===== config.mk =====
export PLATFORM = sky130hd
export DESIGN_NAME = popcnt5_seq_ctrl
export DESIGN_NICKNAME = d
export VERILOG_FILES = /design/src/rtl/popcnt_pkg.sv /design/src/rtl/popcnt5_unit.sv /design/src/rtl/popcnt5_seq_ctrl.sv
export SDC_FILE = /design/constraint.sdc
export NUM_CORES = 1
export LEC_CHECK = 0
export CORE_UTILIZATION = 46
export CTS_BUF_LIST = sky130_fd_sc_hd__clkbuf_16
export DETAILED_ROUTE_END_ITERATION = 16
export GPL_TIMING_DRIVEN = 1
export PLACE_DENSITY = 0.76
export SETUP_SLACK_MARGIN = 0.3
export SLEW_MARGIN = 20
export SYNTH_ARGS = -nofsm -noshare
export SYNTH_HDL_FRONTEND = slang
export SYNTH_SLANG_ARGS = --single-unit

===== constraint.sdc =====
create_clock -name clk -period 3.8 [get_ports clk]
set_input_delay 0.95 -clock clk [delete_from_list [all_inputs] [get_ports clk]]
set_output_delay 0.95 -clock clk [all_outputs]
set_load 0.03 [all_outputs]

===== src/rtl/popcnt_pkg.sv =====
// Shared definitions for the time-shared ones-count sequencer:
// chunk width, sequencer state encoding and the chunk-count helper.
package popcnt_pkg;

  localparam int CHUNK_W = 5;

  typedef enum logic [1:0] {
    IDLE = 2'd0,
    RUN  = 2'd1,
    DONE = 2'd2
  } state_t;

  function automatic int nchunk(input int w);
    return (w + CHUNK_W - 1) / CHUNK_W;
  endfunction

endpackage


===== src/rtl/popcnt5_unit.sv =====
// Combinational ones count of a 5-bit chunk; the single shared
// counting resource that the sequencer walks a word through.
module popcnt5_unit
  import popcnt_pkg::*;
(
  input  logic [CHUNK_W-1:0] bits,
  output logic [2:0]         count
);

  always_comb begin
    count = '0;
    for (int i = 0; i < CHUNK_W; i++) begin
      count = count + {2'b00, bits[i]};
    end
  end

endmodule


===== src/rtl/popcnt5_seq_ctrl.sv =====
// Sequencer computing the population count of a DATA_W-bit word five bits
// per cycle through one shared popcnt5_unit, with a threshold compare.
module popcnt5_seq_ctrl
  import popcnt_pkg::*;
#(
  parameter  int DATA_W = 32,
  localparam int CNT_W  = $clog2(DATA_W + 1)
) (
  input  logic              clk,
  input  logic              rst,
  input  logic              clear,
  input  logic              in_valid,
  output logic              in_ready,
  input  logic [DATA_W-1:0] in_data,
  input  logic [CNT_W-1:0]  in_thr,
  output logic              out_valid,
  input  logic              out_ready,
  output logic [CNT_W-1:0]  out_count,
  output logic              out_ge,
  output logic              busy,
  output logic [1:0]        dbg_state
);

  // Handshakes: a transfer happens on a rising edge where valid and ready are
  // both high; out_valid, once raised, holds with stable data until accepted.

  localparam int NCHUNK = nchunk(DATA_W);
  localparam int SH_W   = NCHUNK * CHUNK_W;
  localparam int CC_W   = $clog2(NCHUNK + 1);

  state_t            state;
  state_t            state_nxt;
  logic [SH_W-1:0]   shift_q;
  logic [CC_W-1:0]   cnt_q;
  logic [CNT_W-1:0]  acc_q;
  logic [CNT_W-1:0]  thr_q;
  logic [CNT_W-1:0]  count_q;
  logic              ge_q;

  logic [2:0]        chunk_cnt;
  logic [CNT_W-1:0]  sum;
  logic              last_chunk;
  logic              accept;

  popcnt5_unit u_unit (
    .bits  (shift_q[CHUNK_W-1:0]),
    .count (chunk_cnt)
  );

  assign sum        = acc_q + CNT_W'(chunk_cnt);
  assign last_chunk = (cnt_q == CC_W'(NCHUNK - 1));
  assign accept     = (state == IDLE) && in_valid && !clear;

  always_ff @(posedge clk or posedge rst) begin
    if (rst) begin
      state <= IDLE;
    end else begin
      state <= state_nxt;
    end
  end

  // clear overrides every other transition, including the output handshake.
  always_comb begin
    state_nxt = state;
    if (clear) begin
      state_nxt = IDLE;
    end else begin
      case (state)
        IDLE:    if (in_valid) state_nxt = RUN;
        RUN:     if (last_chunk) state_nxt = DONE;
        DONE:    if (out_ready) state_nxt = IDLE;
        default: state_nxt = IDLE;
      endcase
    end
  end

  // Word is zero-extended so pad bits of the last chunk count as zero.
  always_ff @(posedge clk or posedge rst) begin
    if (rst) begin
      shift_q <= '0;
      cnt_q   <= '0;
      acc_q   <= '0;
      thr_q   <= '0;
      count_q <= '0;
      ge_q    <= 1'b0;
    end else if (accept) begin
      shift_q <= SH_W'(in_data);
      thr_q   <= in_thr;
      acc_q   <= '0;
      cnt_q   <= '0;
    end else if (state == RUN && !clear) begin
      acc_q   <= sum;
      shift_q <= shift_q >> CHUNK_W;
      cnt_q   <= cnt_q + CC_W'(1);
      if (last_chunk) begin
        count_q <= sum;
        ge_q    <= (sum >= thr_q);
      end
    end
  end

  assign in_ready  = (state == IDLE) && !clear;
  assign out_valid = (state == DONE);
  assign busy      = (state != IDLE);
  assign out_count = count_q;
  assign out_ge    = ge_q;
  assign dbg_state = state;

endmodule


==> implementation parameters, run 1 <==
Parameter                              Value

Outcome
  Result of the run    finished, final reports clean

Timing
  Share of the clock period used by the worst path after layout    95.6%
  Shortest period the worst path allows    3.63 ns
  Peak Freq    0.275 GHz
  Slew headroom    65.8%
  Setup Total Neg Slack    0 ns
  Final critical-path setup slack    0.168 ns
  Hold Fails Final Rpt    0
  Setup-failing EPs final    0
  Unrepaired setup endpoints after global routing    yes
  Transition time at the pin with the least slew margin    0.513 ns
  Number of pins with negative max-slew slack in the final report    0
  Worst hold slack    0.477 ns
  Final clock skew    0.00546 ns

Synth
  Avg Synthesized Cell Area    10.0 um^2
  Combined area of all synthesized cells    2660 um^2
  Synthesized flop and latch total    56
  Syn nets    325
  Number of distinct standard cells referenced by the synthesized netlist    31
  Synthesis Warnings    0
  Part of the Yosys area used for sequential elements    52.7%
  Gate Count Post-Synth    266

Route
  Number of design-rule violations left by the first detailed-router iteration    76
  Via/cell ratio    5.29
  Detailed-route wire length per cell    14.0 um
  Total Wirelength    5.52 mm
  DRC viols    0
  Number of vias after detailed routing    2086
  Residual antenna-violating net count after detailed routing    0
  Iteration count of the initial detailed-routing pass    4

Placed design
  Half-perimeter wire length of the detailed placement result    3.79 mm
  Weighted congestion reported at the end of routability-driven placement    0.807
  Port bufs    54
  Post-placement setup slack    0.0839 ns

Final layout
  Layout net count    380
  FILL cells    483
  Area growth from synthesis to layout    32.0%
  Share of layout cells above drive strength 1    8.70%
  Antenna cell count    0

Clock tree
  H-tree levels    2
  Number of buffers added by the clock tree synthesis step    5
  TritonCTS clock tree    done
  Post-CTS Hold Buffers    0
  Buffers from clock root to sink, at most    2
  Clock sink count    56
  Clock slew at the register clock pins of the worst setup and hold paths    0.07 ns
  Clk_lat worst skew    0.29 ns
  Clk root buf    sky130_fd_sc_hd__clkbuf_16

Global routing
  Residual overflow from global routing    0
  Antenna violations before repair    0
  Number of global-route vias before repair    2172
  Overall routing resource usage    20.2%
  Largest net degree at the start of global routing    53
  First-pass GRT wire length    9.62 mm

Hold path
  Hold WC Path Type    flop to flop
  Worst Hold Path Cells    2
  Worst Hold Launch    shift_q[6]

Setup path
  Startpoint type of the worst setup path    flop
  CP Capture Type    flop
  Critical path startpoint    shift_q[1]
  Critical path data required time    3.97 ns
  Worst Reg2Reg Path Length in Cells    16
  Class of the most critical setup path    flop to flop
  Startpoint of the most critical register-to-register path    shift_q[1]
  Peak fanout along the critical path    3
  Arrival time of the worst setup path    3.80 ns

Die
  Die Ht    78.0 um
  Core area    5540 um^2
  Horiz. Die Dim    78.0 um
  Starting density of the core    48.0%
  Number of standard-cell rows in the floorplan    27
  Die ar.    6090 um^2
  Top-level port count    55

Power
  Leakage    1.68 nW
  Power per standard cell area    622 nW/um^2
  Power after layout    2.18 mW
  Maximum vdd ir drop    466 uV

Job
  Max-capacitance violation count    0
==> synthesized netlist by cell type <==
| cell | n | area share, % |
|---|---|---|
| sky130_fd_sc_hd__nor3_1 | 3 | 0.56 |
| sky130_fd_sc_hd__ha_1 | 13 | 6.1 |
| sky130_fd_sc_hd__o21bai_1 | 1 | 0.28 |
| sky130_fd_sc_hd__buf_2 | 4 | 0.75 |
| sky130_fd_sc_hd__or2_2 | 1 | 0.24 |
| sky130_fd_sc_hd__a21oi_1 | 5 | 0.94 |
| sky130_fd_sc_hd__a22o_1 | 5 | 1.6 |
| sky130_fd_sc_hd__xnor2_1 | 4 | 1.3 |
| sky130_fd_sc_hd__nor2_1 | 8 | 1.1 |
| sky130_fd_sc_hd__a221o_1 | 2 | 0.75 |
| sky130_fd_sc_hd__mux2_1 | 2 | 0.85 |
| sky130_fd_sc_hd__a211oi_1 | 4 | 1.1 |
| sky130_fd_sc_hd__a22oi_1 | 25 | 7.1 |
| sky130_fd_sc_hd__nand4_1 | 1 | 0.24 |
| sky130_fd_sc_hd__a31oi_1 | 1 | 0.24 |
| sky130_fd_sc_hd__a21o_1 | 4 | 1.1 |
| sky130_fd_sc_hd__fa_1 | 3 | 2.3 |
| sky130_fd_sc_hd__nor3b_1 | 1 | 0.28 |
| sky130_fd_sc_hd__nand2_1 | 68 | 9.6 |
| sky130_fd_sc_hd__nor2b_1 | 3 | 0.71 |
| sky130_fd_sc_hd__clkbuf_1 | 9 | 1.3 |
| sky130_fd_sc_hd__nor4b_4 | 1 | 0.89 |
| sky130_fd_sc_hd__mux2_2 | 1 | 0.42 |
| sky130_fd_sc_hd__dfrtp_1 | 56 | 53 |
| sky130_fd_sc_hd__o21ai_0 | 13 | 2.4 |
| sky130_fd_sc_hd__o211ai_1 | 1 | 0.28 |
| sky130_fd_sc_hd__xor2_1 | 2 | 0.66 |
| sky130_fd_sc_hd__inv_1 | 22 | 3.1 |
| sky130_fd_sc_hd__or3b_2 | 1 | 0.33 |
| sky130_fd_sc_hd__nand3_1 | 1 | 0.19 |
| sky130_fd_sc_hd__nor3b_2 | 1 | 0.47 |
==> final cells by class <==
| class | count | area [um^2] | share of cell area, % |
|---|---|---|---|
| flip-flops and latches | 56 | 1400 | 39.9 |
| well taps | 72 | 90.1 | 2.57 |
| inverters | 22 | 82.6 | 2.35 |
| clock buffers | 5 | 125 | 3.56 |
| repair buffers | 61 | 593 | 16.9 |
| multi-input cells | 175 | 1170 | 33.4 |
| clock inverters | 3 | 47.5 | 1.35 |
==> cells in the final DEF, fill, tap and decap left out, types with 7 or more instances in the layout <==
master                            netlist  final
sky130_fd_sc_hd__nand2_1               68     68
sky130_fd_sc_hd__dfrtp_1               56     56
sky130_fd_sc_hd__clkdlybuf4s50_1        0     54
sky130_fd_sc_hd__a22oi_1               25     25
sky130_fd_sc_hd__inv_1                 22     21
sky130_fd_sc_hd__o21ai_0               13     12
sky130_fd_sc_hd__ha_1                  13     11
sky130_fd_sc_hd__nor2_1                 8      7
sky130_fd_sc_hd__buf_4                  0      7
==> final timing paths <==
check                               end  slack (ns)
setup / recovery                 out_ge        0.17
hold / removal               shift_q[6]        0.48
setup reg to reg                 out_ge        0.17
hold reg to reg              shift_q[6]        0.48
max in group asynchronous  dbg_state[0]        2.26
min in group asynchronous   shift_q[31]        0.91
==> registers in the layout, indices dropped and copies added, names as in the netlist <==
name / flops
cnt_q: 3
out_count: 6
dbg_state: 2
out_ge: 1
thr_q: 6
acc_q: 6
shift_q: 32
==> cell families (layout without fill, tap and decap cells) <==
kind of cell    after synthesis  after routing  share of synthesized area (%)
mux                           3              3                           1.27
buf+inv                      35             91                           5.13
fa+ha+maj                    16             16                           8.38
simple gates                 89             89                           14.6
xor+xnor                      6              6                           1.98
compound gates               61             61                           15.9
flops                        56             56                           52.7
==> worst max-delay path, cell delays in order (launching register included) <==
cell and delay (ns):
sky130_fd_sc_hd__dfrtp_1 0.39, sky130_fd_sc_hd__ha_1 0.28, sky130_fd_sc_hd__inv_1 0.04, sky130_fd_sc_hd__fa_1 0.47
sky130_fd_sc_hd__inv_1 0.04, sky130_fd_sc_hd__ha_1 0.16, sky130_fd_sc_hd__inv_1 0.06, sky130_fd_sc_hd__fa_1 0.45
sky130_fd_sc_hd__fa_2 0.38, sky130_fd_sc_hd__nor2b_1 0.12, sky130_fd_sc_hd__o21ai_1 0.09, sky130_fd_sc_hd__xor2_1 0.21
sky130_fd_sc_hd__inv_1 0.10, sky130_fd_sc_hd__ha_4 0.22, sky130_fd_sc_hd__a21o_1 0.17, sky130_fd_sc_hd__a211oi_2 0.22
sky130_fd_sc_hd__a21oi_1 0.10
==> report_power, final <==
group          switching [mW]  leakage (nW)  internal (mW)
clock network           0.215        0.0840          0.313
logic                   0.439         0.872          0.379
registers              0.0917         0.719          0.744
total                   0.746          1.68           1.44
==> per-stage QoR <==
step	cells	cell area, um^2	utilization, %
after CTS	394	3510	63.4
after global routing	394	3510	63.4
after global placement	384	3290	59.4
after floorplan	266	2670	-
final	394	3510	63.4
after detailed placement	384	3290	59.4
==> per-layer routing <==
| metal | wire [um] | up-vias | track usage, % |
|---|---|---|---|
| li1 | - | 1006 | - |
| met1 | 2440 | 1026 | 25.2 |
| met2 | 2730 | 48 | 34.2 |
| met3 | 289 | 6 | 4.77 |
| met4 | 51 | 0 | 7.41 |
| met5 | 0 | - | 0 |
==> timing repair <==
item | 4_1_cts | 5_1_grt
setup endpoints to repair | 1 | 1
setup buffers | 2 | 0
gates resized for setup | 5 | 0
pin swaps | 10 | 0
Power figures use the tool's default switching activity.
==> run 2: changes to the inputs <==
- SKIP_CTS_REPAIR_TIMING: unset -> 1
==> implementation parameters, run 2 (same netlist as run 1, synthesis figures left out) <==
Parameter                              Value

Power
  Net switching share of the total power    34.2% (about the same)
  Power per standard cell area    627 nW/um^2 (was 622 nW/um^2)
  Share of total power in combinational logic    38.2% (was 37.5%)
  Leakage    1.68 nW (about the same)
  Relative contribution of the clock network to total power    24.0% (was 24.2%)
  Maximum vdd ir drop    466 uV (about the same)
  Net switching power of the design    0.756 mW (was 0.746 mW)
  Total internal power    1.45 mW (was 1.44 mW)
  Sequential share of power    37.9% (was 38.3%)

Job
  Max-capacitance violation count    0 (unchanged)

Timing
  Peak Freq    0.275 GHz (about the same)
  Share of the clock period used by the worst path after layout    95.7% (was 95.6%)
  Setup-failing EPs final    0 (unchanged)
  Hold Fails Final Rpt    0 (unchanged)
  Shortest period the worst path allows    3.64 ns (was 3.63 ns)
  Unrepaired setup endpoints after global routing    yes (unchanged)
  Number of pins with negative max-slew slack in the final report    0 (unchanged)
  Slew headroom    65.8% (about the same)
  Setup Total Neg Slack    0 ns (unchanged)
  Final clock skew    0.00546 ns (about the same)
  Transition time at the pin with the least slew margin    0.513 ns (about the same)

Route
  DRC viols    0 (unchanged)
  Detailed-route wire length per cell    14.1 um (was 14.0 um)
  Residual antenna-violating net count after detailed routing    0 (unchanged)
  Total Wirelength    5.54 mm (was 5.52 mm)
  Iteration count of the initial detailed-routing pass    4 (unchanged)
  Via/cell ratio    5.31 (was 5.29)
  Number of design-rule violations left by the first detailed-router iteration    51 (was 76)
  Number of vias after detailed routing    2092 (was 2086)

Die
  Number of standard-cell rows in the floorplan    27 (unchanged)
  Top-level port count    55 (unchanged)
  Core area    5540 um^2 (unchanged)
  Die Ht    78.0 um (unchanged)
  Starting density of the core    48.0% (unchanged)
  Die ar.    6090 um^2 (unchanged)
  Horiz. Die Dim    78.0 um (unchanged)

Final layout
  Antenna cell count    0 (unchanged)
  Area used by sequential logic in the layout    1400 um^2 (unchanged)
  Most flop-heavy register    shift_q (unchanged)
  FILL cells    483 (unchanged)
  Area of the multi-input gates    1180 um^2 (was 1170 um^2)
  Share of layout cells above drive strength 1    9.01% (was 8.70%)
  Commonest non-fill, non-tap cell in the layout    sky130_fd_sc_hd__nand2_1 (unchanged)
  Number of flip-flops in the largest register    32 (unchanged)
  Commonest cells after routing, fill and taps aside    sky130_fd_sc_hd__nand2_1, sky130_fd_sc_hd__dfrtp_1, sky130_fd_sc_hd__clkdlybuf4s50_1 (unchanged)
  Final design utilization    63.5% (was 63.4%)
  Layout net count    380 (unchanged)
  Area growth from synthesis to layout    32.3% (was 32.0%)

Placed design
  Port bufs    54 (unchanged)
  Half-perimeter wire length of the detailed placement result    3.79 mm (unchanged)
  Weighted congestion reported at the end of routability-driven placement    0.807 (unchanged)

Setup path
  Class of the most critical setup path    flop to flop (unchanged)
  Peak fanout along the critical path    3 (unchanged)
  Startpoint type of the worst setup path    flop (unchanged)
  Critical path data required time    3.97 ns (about the same)
  Largest stage delay, worst path    0.47 ns (about the same)
  Arrival time of the worst setup path    3.81 ns (was 3.80 ns)
  Slowest CP cell    sky130_fd_sc_hd__fa_1 (unchanged)
  CP Capture Type    flop (unchanged)
  Library cell appearing most often on the critical path    sky130_fd_sc_hd__inv_1 (unchanged)
  Cells traversed along the worst timing path    ha_1 > inv_1 > fa_1 > inv_1 > ha_1 > inv_1 > fa_1 > fa_2 > nor2b_1 > o21ai_1 > xor2_1 > inv_1 > ha_4 > a21o_1 > a211oi_2 > a21oi_1 (unchanged)
  Worst Reg2Reg Path Length in Cells    16 (unchanged)

Hold path
  Worst Hold Path Cells    2 (unchanged)
  Hold WC Path Type    flop to flop (unchanged)

Clock tree
  Clk_lat worst skew    0.29 ns (about the same)
  Clock sink count    56 (unchanged)
  Buffers from clock root to sink, at most    2 (unchanged)
  Number of buffers added by the clock tree synthesis step    5 (unchanged)
  Clock slew at the register clock pins of the worst setup and hold paths    0.07 ns (about the same)
  H-tree levels    2 (unchanged)
  TritonCTS clock tree    done (unchanged)
  Clk root buf    sky130_fd_sc_hd__clkbuf_16 (unchanged)

Global routing
  Overall routing resource usage    19.8% (was 20.2%)
  Number of global-route vias before repair    2130 (was 2172)
  Antenna violations before repair    0 (unchanged)
  First-pass GRT wire length    9.46 mm (was 9.62 mm)
  Residual overflow from global routing    0 (unchanged)
  Largest net degree at the start of global routing    53 (unchanged)

Outcome
  Result of the run    finished, final reports clean (unchanged)
-- run 2: cell counts in the layout (fill, tap and decap cells not counted) --
Identical to the previous run, type by type.
-- run 2: routing by layer --
layer	global-route usage, %	part of all wire, %	vias up
met4	7.22	0.92	0
met5	0	0	-
li1	-	-	1008
met3	4.65	5.4	6
met2	33.2	50	52
met1	25.2	44	1026
-- run 2: worst paths after layout --
path | from | to | slack (ns)
min reg2reg | shift_q[15] | shift_q[15] | 0.48
min | shift_q[15] | shift_q[15] | 0.48
min in group asynchronous | rst | shift_q[31] | 0.91
max reg2reg | shift_q[0] | out_ge | 0.16
max | shift_q[0] | out_ge | 0.16
max in group asynchronous | rst | dbg_state[0] | 2.26
-- run 2: area by class of cell --
| class | count | share of cell area [%] |
|---|---|---|
| clock buffer | 5 | 3.56 |
| clock inverter | 3 | 1.35 |
| inverter | 22 | 2.35 |
| multi-input combinational | 175 | 33.5 |
| sequential | 56 | 39.8 |
| tap | 72 | 2.56 |
| timing repair buffer | 61 | 16.9 |
-- run 2: critical path, delay by kind of cell (launching register included) --
kind | cells | cell delay (ns)
XOR/XNOR | 1 | 0.21
flip-flops | 1 | 0.39
buffers and inverters | 4 | 0.24
AND/OR/NAND/NOR | 1 | 0.12
AO/OA/AOI/OAI | 4 | 0.59
adder cells (fa/ha/maj) | 6 | 1.96
-- run 2: metrics by stage --
step	worst slack (ns)	instances	cell area (um^2)	hold WS [ns]	power, mW
floorplan	0.308	266	2670	0.446	1.37
detailed placement	0.0839	384	3290	0.465	1.63
global route	-0.00458	394	3520	0.505	2.37
CTS	0.0825	392	3460	0.481	2.16
finish	0.163	394	3520	0.480	2.21
global placement	0.212	384	3290	0.459	1.59
-- run 2: power by group through the flow --
stage / Combinational, mW / Sequential, mW / Clock [mW]
2_1_floorplan: 0.521 / 0.853 / 0
3_3_place_gp: 0.747 / 0.838 / 0
3_5_place_dp: 0.785 / 0.845 / 0
4_1_cts: 0.787 / 0.836 / 0.536
5_1_grt: 0.953 / 0.853 / 0.564
6_report: 0.842 / 0.836 / 0.530
